<file path="config.mk">
export PLATFORM = sky130hd
export DESIGN_NAME = lut4_frame_config_loader
export DESIGN_NICKNAME = d
export VERILOG_FILES = /design/src/rtl/lut4_frame_config_loader.sv
export SDC_FILE = /design/constraint.sdc
export NUM_CORES = 1
export LEC_CHECK = 0
export ABC_AREA = 0
export BUFFER_PORTS_ARGS = -buffer_cell sky130_fd_sc_hd__buf_2
export CORE_ASPECT_RATIO = 0.8
export CORE_MARGIN = 8
export CORE_UTILIZATION = 25
export CTS_BUF_LIST = sky130_fd_sc_hd__clkbuf_4
export CTS_CLUSTER_DIAMETER = 200
export DETAILED_ROUTE_END_ITERATION = 10
export PLACE_DENSITY = 0.55
export SLEW_MARGIN = 20
export SYNTH_ARGS = -nofsm -noshare
export SYNTH_HDL_FRONTEND = slang
export SYNTH_SLANG_ARGS = --single-unit
</file>
<file path="constraint.sdc">
create_clock -name UserCLK -period 2.58 [get_ports UserCLK]
set_input_delay 0.387 -clock UserCLK [delete_from_list [all_inputs] [get_ports UserCLK]]
set_output_delay 0.387 -clock UserCLK [all_outputs]
set_load 0.02 [all_outputs]
</file>
<file path="src/rtl/lut4_frame_config_loader.sv">
// Frame configuration loader: syncs onto a word stream and writes one frame column per
// WRITE header/data pair via FrameData and a registered one-hot FrameStrobe.
module lut4_frame_config_loader #(
    parameter int unsigned                FrameBitsPerRow = 32,
    parameter int unsigned                MaxFramesPerCol = 20,
    parameter logic [FrameBitsPerRow-1:0] SYNC_WORD       = 32'hFAB0_FAB1
) (
    input  logic                       UserCLK,
    input  logic                       SR,
    input  logic [FrameBitsPerRow-1:0] s_data,
    input  logic                       s_valid,
    output logic                       s_ready,
    output logic [FrameBitsPerRow-1:0] FrameData,
    output logic [MaxFramesPerCol-1:0] FrameStrobe,
    output logic                       synced,
    output logic                       err
);

    typedef enum logic [2:0] {
        StUnsync,
        StHdr,
        StData,
        StSetup,
        StStrobe
    } state_e;

    localparam logic [7:0] OpNop    = 8'h00;
    localparam logic [7:0] OpWrite  = 8'h01;
    localparam logic [7:0] OpDesync = 8'h02;

    state_e                     state_q;
    logic [FrameBitsPerRow-1:0] data_q;
    logic [MaxFramesPerCol-1:0] strobe_q;
    logic [7:0]                 idx_q;
    logic                       ready_q;
    logic                       synced_q;
    logic                       err_q;

    logic                       xfer;
    logic [7:0]                 opcode;
    logic [MaxFramesPerCol-1:0] idx_onehot;
    logic                       idx_ok;

    always_comb begin
        xfer       = s_valid & ready_q;
        opcode     = s_data[31:24];
        idx_ok     = (32'(idx_q) < MaxFramesPerCol);
        idx_onehot = '0;
        for (int unsigned i = 0; i < MaxFramesPerCol; i++) begin
            idx_onehot[i] = (32'(idx_q) == i);
        end
    end

    always_ff @(posedge UserCLK) begin
        if (SR) begin
            state_q  <= StUnsync;
            data_q   <= '0;
            strobe_q <= '0;
            idx_q    <= '0;
            ready_q  <= 1'b0;
            synced_q <= 1'b0;
            err_q    <= 1'b0;
        end else begin
            strobe_q <= '0;
            ready_q  <= 1'b1;
            unique case (state_q)
                StUnsync: begin
                    synced_q <= 1'b0;
                    if (xfer && s_data == SYNC_WORD) begin
                        state_q  <= StHdr;
                        synced_q <= 1'b1;
                    end
                end
                StHdr: begin
                    synced_q <= 1'b1;
                    if (xfer) begin
                        unique case (opcode)
                            OpWrite: begin
                                idx_q   <= s_data[7:0];
                                state_q <= StData;
                            end
                            OpNop: state_q <= StHdr;
                            OpDesync: begin
                                state_q  <= StUnsync;
                                synced_q <= 1'b0;
                            end
                            default: begin
                                err_q    <= 1'b1;
                                state_q  <= StUnsync;
                                synced_q <= 1'b0;
                            end
                        endcase
                    end
                end
                StData: begin
                    synced_q <= 1'b1;
                    if (xfer) begin
                        data_q  <= s_data;
                        state_q <= StSetup;
                        ready_q <= 1'b0;
                    end
                end
                StSetup: begin
                    // Strobe is registered here so it is high exactly during the STROBE cycle.
                    synced_q <= 1'b1;
                    ready_q  <= 1'b0;
                    state_q  <= StStrobe;
                    if (idx_ok) begin
                        strobe_q <= idx_onehot;
                    end else begin
                        err_q <= 1'b1;
                    end
                end
                StStrobe: begin
                    synced_q <= 1'b1;
                    state_q  <= StHdr;
                end
                default: begin
                    state_q  <= StUnsync;
                    synced_q <= 1'b0;
                end
            endcase
        end
    end

    assign s_ready     = ready_q;
    assign FrameData   = data_q;
    assign FrameStrobe = strobe_q;
    assign synced      = synced_q;
    assign err         = err_q;

endmodule

</file>
==> flow_summary.toml, run 1 <==
[routing]
detailed_route_iter0_violations = 95
drt-pass1-iter-count = 4
vias = 2266
drc_errors = 0
vias_per_cell = 4.606
wirelength_um = 7316
count_of_nets_left_with_antenna_violations_after_detail_routing = 0
wire_per_inst_um = 14.87

[synth]
synth_sequential_area_ratio_pct = 54.69
yosys_most_used_dff = "dfxtp_1"
syn_avg_cell_area_um2 = 8.598
yosys.cell_types.count = 33
synth_async_sr_flop_share_pct = 0
fraction_of_post_synthesis_cell_area_in_the_top_cell_type_by_area_pct = 54.69
synth-seq-cells = 66
synthesis.nets = 316
yosys_warning_total = 0
synth.top_cells.by_count = "nand2_1, dfxtp_1, a21oi_1"
post-synth-top-area-cell = "dfxtp_1"
syn_area_mm2 = 0.002416
synthMostInstantiatedCell = "nand2_1"
postSynthCellCount = 281
synth.top_cells.by_area = "dfxtp_1, nand2_1, a21oi_1, nor2_1, mux2i_1"
synth-edff-count = 0

[placed_design]
dp.final_hpwl_um = 5479
place.port_buffers = 89
numPlacedInstances = 476
place_congestion = 0.7253

[hold_path]
min_path_type = "in2reg"

[final_layout]
area_growth_syn_to_layout_pct = 31.69
final_core_utilization_pct = 33.39
final.fill_count = 1035
diodes = 0
layoutNonFillerInstCount = 492
post_route_cells_drive_above_1_share_pct = 31.37
final_net_count = 403

[flow_run]
timing.max_cap.violations = 0

[timing]
report.final.hold_viol_count = 0
timing.final.crit_share_pct = 68.70
grt_setup_unrepaired = "no"
report.final.setup_viol = 0
setup_skew_ns = 0.01211
worstMarginPinSlew_ns = 0.5498
max-slew-margin-rel_pct = 62.85
tns_ns = 0
max_clock_freq_ghz = 0.5642
slew_violations = 0
period_needed_ns = 1.773

[power_and_ir_drop]
power.combinational.fraction_pct = 3.5
ir_drop_mv = 0.2130
power.net_switching_uw = 424.9
p_int_uw = 1559
powerDensity_mw_per_mm2 = 623.6
switching_share_pct = 21.42
power_leakage_uw = 0.001371
power.share.clock_pct = 45.0
p_seq_share_pct = 51.4

[die]
die_area_mm2 = 0.01309
initial_core_util_pct = 25.35
num_rows = 32
core_box_area_mm2 = 0.009529
dieHeight_um = 103.9
dieWidth_um = 125.9
ios = 90

[clocking]
cts.hold.buffers_added = 0
clockRootBuffer = "clkbuf_4"
insertion_delay_ns = 0.42
cts-root-to-sink-buffers = 2
cts.clk_slew.worst_paths_ns = 0.11
post_cts_resized = 0
cts_sinks = 66
cts_tree = "built"
cts_buffers = 9
cts_setup_buffers = 0
cts_htree_levels = 3

[critical_path]
crit_path_start_kind = "flip-flop"
critical_path_class = "reg2reg"
worstPathMaxFanout = 25
path_buf_inv = 1
cpPeakStageDelay_ns = 0.53
largest_delay_share_family_worst_path = "simple AND/OR/NAND/NOR gates"
cpMaxStageDelayCell = "or3_1"
cp_data_arrival_time_ns = 2.06
series_of_cell_instances_along_the_critical_path = "nand2b_1, or3_1, buf_12, nand2_1, a21oi_1"
timing.critical_path.required_ns = 2.87
timing.critical_path.to_type = "flip-flop"

[global_route]
largest_net_degree_at_the_start_of_global_routing = 46
grt_busiest_layer = "met2"
global_route.usage.met3_pct = 4.611
via_count_of_the_first_global_routing_pass = 2220
grt_usage_pct = 11.13
use_met1_pct = 13.66
globalRoute.totalOverflow = 0
gr-usage-met2_pct = 17.04
antenna_found_initial = 0
first_pass_grt_wire_length_um = 11610

[status]
outcome = "complete, no violations"
kinds of logic (layout without fill, tap and decap cells):
group / after synthesis / count (layout) / synth area share [%]
and+or+nand+nor: 141 / 141 / 27.91
DFF: 66 / 66 / 54.69
muxes: 8 / 8 / 3.314
buffers and inverters: 19 / 111 / 3.003
AOI/OAI and AO/OA: 47 / 47 / 11.08
tightest hold or removal path, stage by stage:
cell     delay (ns)
buf_2          0.10
nand2_1        0.05
a21oi_1        0.05
path summary, 6_finish.rpt:
check        slack (ns)       start  depth (start not counted)            end
max                0.81  state_q[1]                          5  FrameData[16]
min                0.21  s_data[17]                          3  FrameData[17]
min reg2reg        0.45         err                          2            err
max reg2reg        0.81  state_q[1]                          5  FrameData[16]
layout by cell type, fill, tap and decap left out:
master | Yosys | routed
clkinv_2 | 0 | 1
nor4_1 | 1 | 1
or3_1 | 2 | 2
nor3_2 | 0 | 1
nand2_1 | 69 | 69
buf_2 | 1 | 89
inv_1 | 1 | 1
nor4b_1 | 1 | 1
nor3_1 | 9 | 8
bufinv_16 | 0 | 3
mux2i_1 | 8 | 8
clkbuf_4 | 0 | 11
and4b_1 | 2 | 2
nand4_1 | 3 | 3
nand2_2 | 1 | 1
nor4bb_1 | 4 | 4
buf_4 | 0 | 4
nor3b_1 | 2 | 2
nand3_1 | 4 | 4
nor4_2 | 1 | 1
or4b_1 | 1 | 1
nor2b_1 | 1 | 1
buf_12 | 0 | 1
or2_2 | 1 | 1
nand2b_1 | 6 | 6
a211oi_1 | 5 | 5
nor4b_2 | 1 | 1
a311oi_2 | 1 | 1
and4_1 | 1 | 1
a21oi_1 | 35 | 35
a21boi_0 | 1 | 1
dfxtp_1 | 66 | 66
o21ai_0 | 3 | 3
o21ba_2 | 1 | 1
nand3b_1 | 2 | 2
nor2_1 | 28 | 28
and2_1 | 1 | 1
clkinvlp_4 | 0 | 1
a21o_1 | 1 | 1
state kept, by name, summed over array words and instances (netlist names):
signal	count
FrameData	32
FrameStrobe	20
idx_q	8
state_q	3
err	1
s_ready	1
synced	1
cell type report:
class | count | area, µm² | share of cell area (%)
clock buffer | 11 | 82.58 | 2.595
tap | 119 | 148.9 | 4.680
clock inverter | 5 | 102.6 | 3.225
timing repair buffer | 94 | 495.5 | 15.57
multi-input combinational | 196 | 1027 | 32.28
inverter | 1 | 3.754 | 0.1180
sequential | 66 | 1321 | 41.53
power groups by stage:
stage | combinational [µW] | clock (µW) | sequential [µW]
after floorplan | 21.6 | 0 | 1040
after global placement | 70.5 | 0 | 1040
after detailed placement | 71.3 | 0 | 1040
after CTS | 71.6 | 925 | 1020
after global routing | 78.2 | 971 | 1020
final | 70.4 | 893 | 1020
layer usage:
layer / routed length, µm / vias up
li1: - / 1124
met1: 3387 / 1070
met2: 3308 / 62
met3: 508 / 10
met4: 112 / 0
met5: 0 / -
metrics by stage:
step / power, µW / setup WS [ns] / hold slack, ns / area [µm²]
final: 1984 / 0.8075 / 0.2067 / 3182
after global routing: 2070 / 0.6748 / 0.1792 / 3182
after CTS: 2018 / 0.7848 / 0.1766 / 3182
after detailed placement: 1115 / 0.7631 / 0.4417 / 2997
after global placement: 1114 / 0.7866 / 0.4333 / 2997
after floorplan: 1066 / 0.8298 / 0.4644 / 2416
(Power assumes the default switching activity.)
==> run 2: changes to the inputs <==
--- a/config.mk
+++ b/config.mk
@@ -13,7 +13,7 @@
 export CTS_BUF_LIST = sky130_fd_sc_hd__clkbuf_4
 export CTS_CLUSTER_DIAMETER = 200
 export DETAILED_ROUTE_END_ITERATION = 10
-export PLACE_DENSITY = 0.55
+export PLACE_DENSITY = 0.57
 export SLEW_MARGIN = 20
 export SYNTH_ARGS = -nofsm -noshare
 export SYNTH_HDL_FRONTEND = slang
==> constraint.sdc (replaced) <==
create_clock -name UserCLK -period 1.56 [get_ports UserCLK]
set_input_delay 0.234 -clock UserCLK [delete_from_list [all_inputs] [get_ports UserCLK]]
set_output_delay 0.234 -clock UserCLK [all_outputs]
set_load 0.02 [all_outputs]
==> run 2 against run 1 <==
Compared with the run above: wire length down 0.53%; sequential power up 66%; core utilization up 1.1 points; setup slack worse by 0.77 ns; combinational power up 110%; register-to-register slack worse by 0.77 ns; clock-buffer cell count down 2; final area up 3.4%; flip-flop and latch count unchanged; critical endpoint is now state_q[0]; largest power group unchanged.
==> flow_summary.toml, run 2 (synthesis gave the netlist of run 1 again) <==
[status]
outcome = "complete, no violations"

[timing]
max_clock_freq_ghz = 0.6553
finalHoldWorstSlack_ns = 0.06186
max-slew-margin-rel_pct = 66.93
report.final.setup_viol = 0
worstMarginPinSlew_ns = 0.4961
period_needed_ns = 1.526
report.final.hold_viol_count = 0
timing.final.crit_share_pct = 97.83
slew_violations = 0
grt_setup_unrepaired = "yes"
setup_skew_ns = 0.009512

[hold_path]
worstHoldPathCells = 3
hold_end = "FrameData[11]"
holdCritStartpoint = "s_data[11]"
min_path_type = "in2reg"

[power_and_ir_drop]
p_seq_share_pct = 57.7
power.share.clock_pct = 37.3
powerDensity_mw_per_mm2 = 887.9
p_int_uw = 2224
power.net_switching_uw = 697.5
switching_share_pct = 23.87
ir_drop_mv = 0.3412
power_leakage_uw = 0.001453
power.combinational.fraction_pct = 5.0

[final_layout]
most-common-layout-cells = "buf_2, nand2_1, dfxtp_1, a21oi_1, nor2_1"
leading_cell_type_in_the_layout_fill_and_taps_excluded = "buf_2"
ff_latch_area_mm2 = 0.001326
multiInputGateArea_mm2 = 0.001055
diodes = 0
area_growth_syn_to_layout_pct = 36.20
final_net_count = 421
flip_flop_count_of_the_largest_register_after_layout = 32
post_route_cells_drive_above_1_share_pct = 35.29
final.fill_count = 1034
finalInstanceArea_mm2 = 0.003291

[die]
num_rows = 32
die_area_mm2 = 0.01309
core_box_area_mm2 = 0.009529
ios = 90
dieHeight_um = 103.9
initial_core_util_pct = 25.35
dieWidth_um = 125.9

[clocking]
cts_setup_buffers = 0
insertion_delay_ns = 0.40
cts_buffers = 9
cts_tree = "built"
cts.clk_slew.worst_paths_ns = 0.11
cts_sinks = 66
clockRootBuffer = "clkbuf_4"
cts_htree_levels = 3
cts-root-to-sink-buffers = 2

[critical_path]
rr_endpoint = "state_q[0]"
series_of_cell_instances_along_the_critical_path = "nand2_4, or4b_4, or3_4, a311oi_2"
crit_path_start_kind = "flip-flop"
cpPeakStageDelay_ns = 0.51
timing.critical_path.to_type = "flip-flop"
cpMaxStageDelayCell = "or4b_4"
timing.critical_path.required_ns = 1.88
rr_worst_depth = 4
worstReg2RegStart = "s_ready"
reg2reg_setup_slack_ns = 0.03
worstPathMaxFanout = 2
cp_data_arrival_time_ns = 1.84
critical_path_class = "reg2reg"

[placed_design]
placedInstanceArea_mm2 = 0.003136
dp.final_hpwl_um = 5495
place_congestion = 0.8174
place.port_buffers = 89

[routing]
wirelength_um = 7277
vias = 2282
drt-pass1-iter-count = 4
drc_errors = 0
count_of_nets_left_with_antenna_violations_after_detail_routing = 0
detailed_route_iter0_violations = 150
vias_per_cell = 4.475
wire_per_inst_um = 14.27

[global_route]
antenna_found_initial = 0
first_pass_grt_wire_length_um = 11630
via_count_of_the_first_global_routing_pass = 2325
largest_net_degree_at_the_start_of_global_routing = 46
globalRoute.totalOverflow = 0
grt_usage_pct = 11.00

[flow_run]
timing.max_cap.violations = 0
[run 2: metal layers]
layer  GRT usage [%]  vias to the layer above  wire length, µm  share of wire [%]
li1                -                     1158                -                  -
met1           13.38                     1045             3445                 47
met2           17.20                       72             3254                 45
met3           3.842                        7              474                6.5
met4           4.799                        0              103                1.4
met5               0                        -                0                  0
[run 2: worst max path at each step]
| stage | start | end | slack, ns | cells after the start |
|---|---|---|---|---|
| 2_1_floorplan | s_ready | state_q[0] | 0.004 | 4 |
| 4_1_cts | s_ready | state_q[0] | 0.02 | 4 |
| 5_1_grt | s_ready | state_q[0] | -0.03 | 4 |
| 3_5_place_dp | s_data[8] | state_q[0] | -0.14 | 6 |
| 6_report | s_ready | state_q[0] | 0.03 | 4 |
| 3_3_place_gp | s_data[8] | state_q[0] | -0.18 | 6 |
[run 2: final cells by class]
cell class / instances / share of cell area [%]
Clock inverter: 7 / 1.787
Inverter: 1 / 0.1141
Clock buffer: 9 / 2.053
Tap cell: 119 / 4.525
Timing Repair Buffer: 112 / 19.16
Multi-Input combinational cell: 196 / 32.05
Sequential cell: 66 / 40.30
[run 2: power groups by stage]
stage / Sequential (µW) / Combinational [µW] / Clock (µW)
floorplan: 1730 / 35.7 / 0
global route: 1690 / 156 / 1230
global placement: 1720 / 142 / 0
finish: 1690 / 145 / 1090
CTS: 1690 / 144 / 1140
detailed placement: 1720 / 143 / 0
[run 2: through the flow]
| step | util (%) | instances | TNS [ns] | setup slack [ns] | total power [µW] |
|---|---|---|---|---|---|
| final | 34.53 | 510 | 0 | 0.03393 | 2922 |
| after global routing | 34.53 | 510 | -0.03581 | -0.02900 | 3072 |
| after floorplan | - | 281 | 0 | 0.003856 | 1763 |
| after CTS | 34.32 | 510 | 0 | 0.01742 | 2971 |
| after global placement | 32.90 | 494 | -0.3043 | -0.1791 | 1866 |
| after detailed placement | 32.90 | 494 | -0.4924 | -0.1391 | 1867 |
[run 2: worst max-delay path: cells and delay by family (launching register included)]
| family | cells | cell delay (ns) |
|---|---|---|
| simple gates | 3 | 0.90 |
| flops | 1 | 0.37 |
| compound gates | 1 | 0.18 |
[run 2: repair_timing]
item                                    CTS  global route
gates resized for setup                   1             5
gates cloned                              0             0
endpoints found under the setup margin    1             9
hold buffers                              0             0
pin swaps                                 0             1
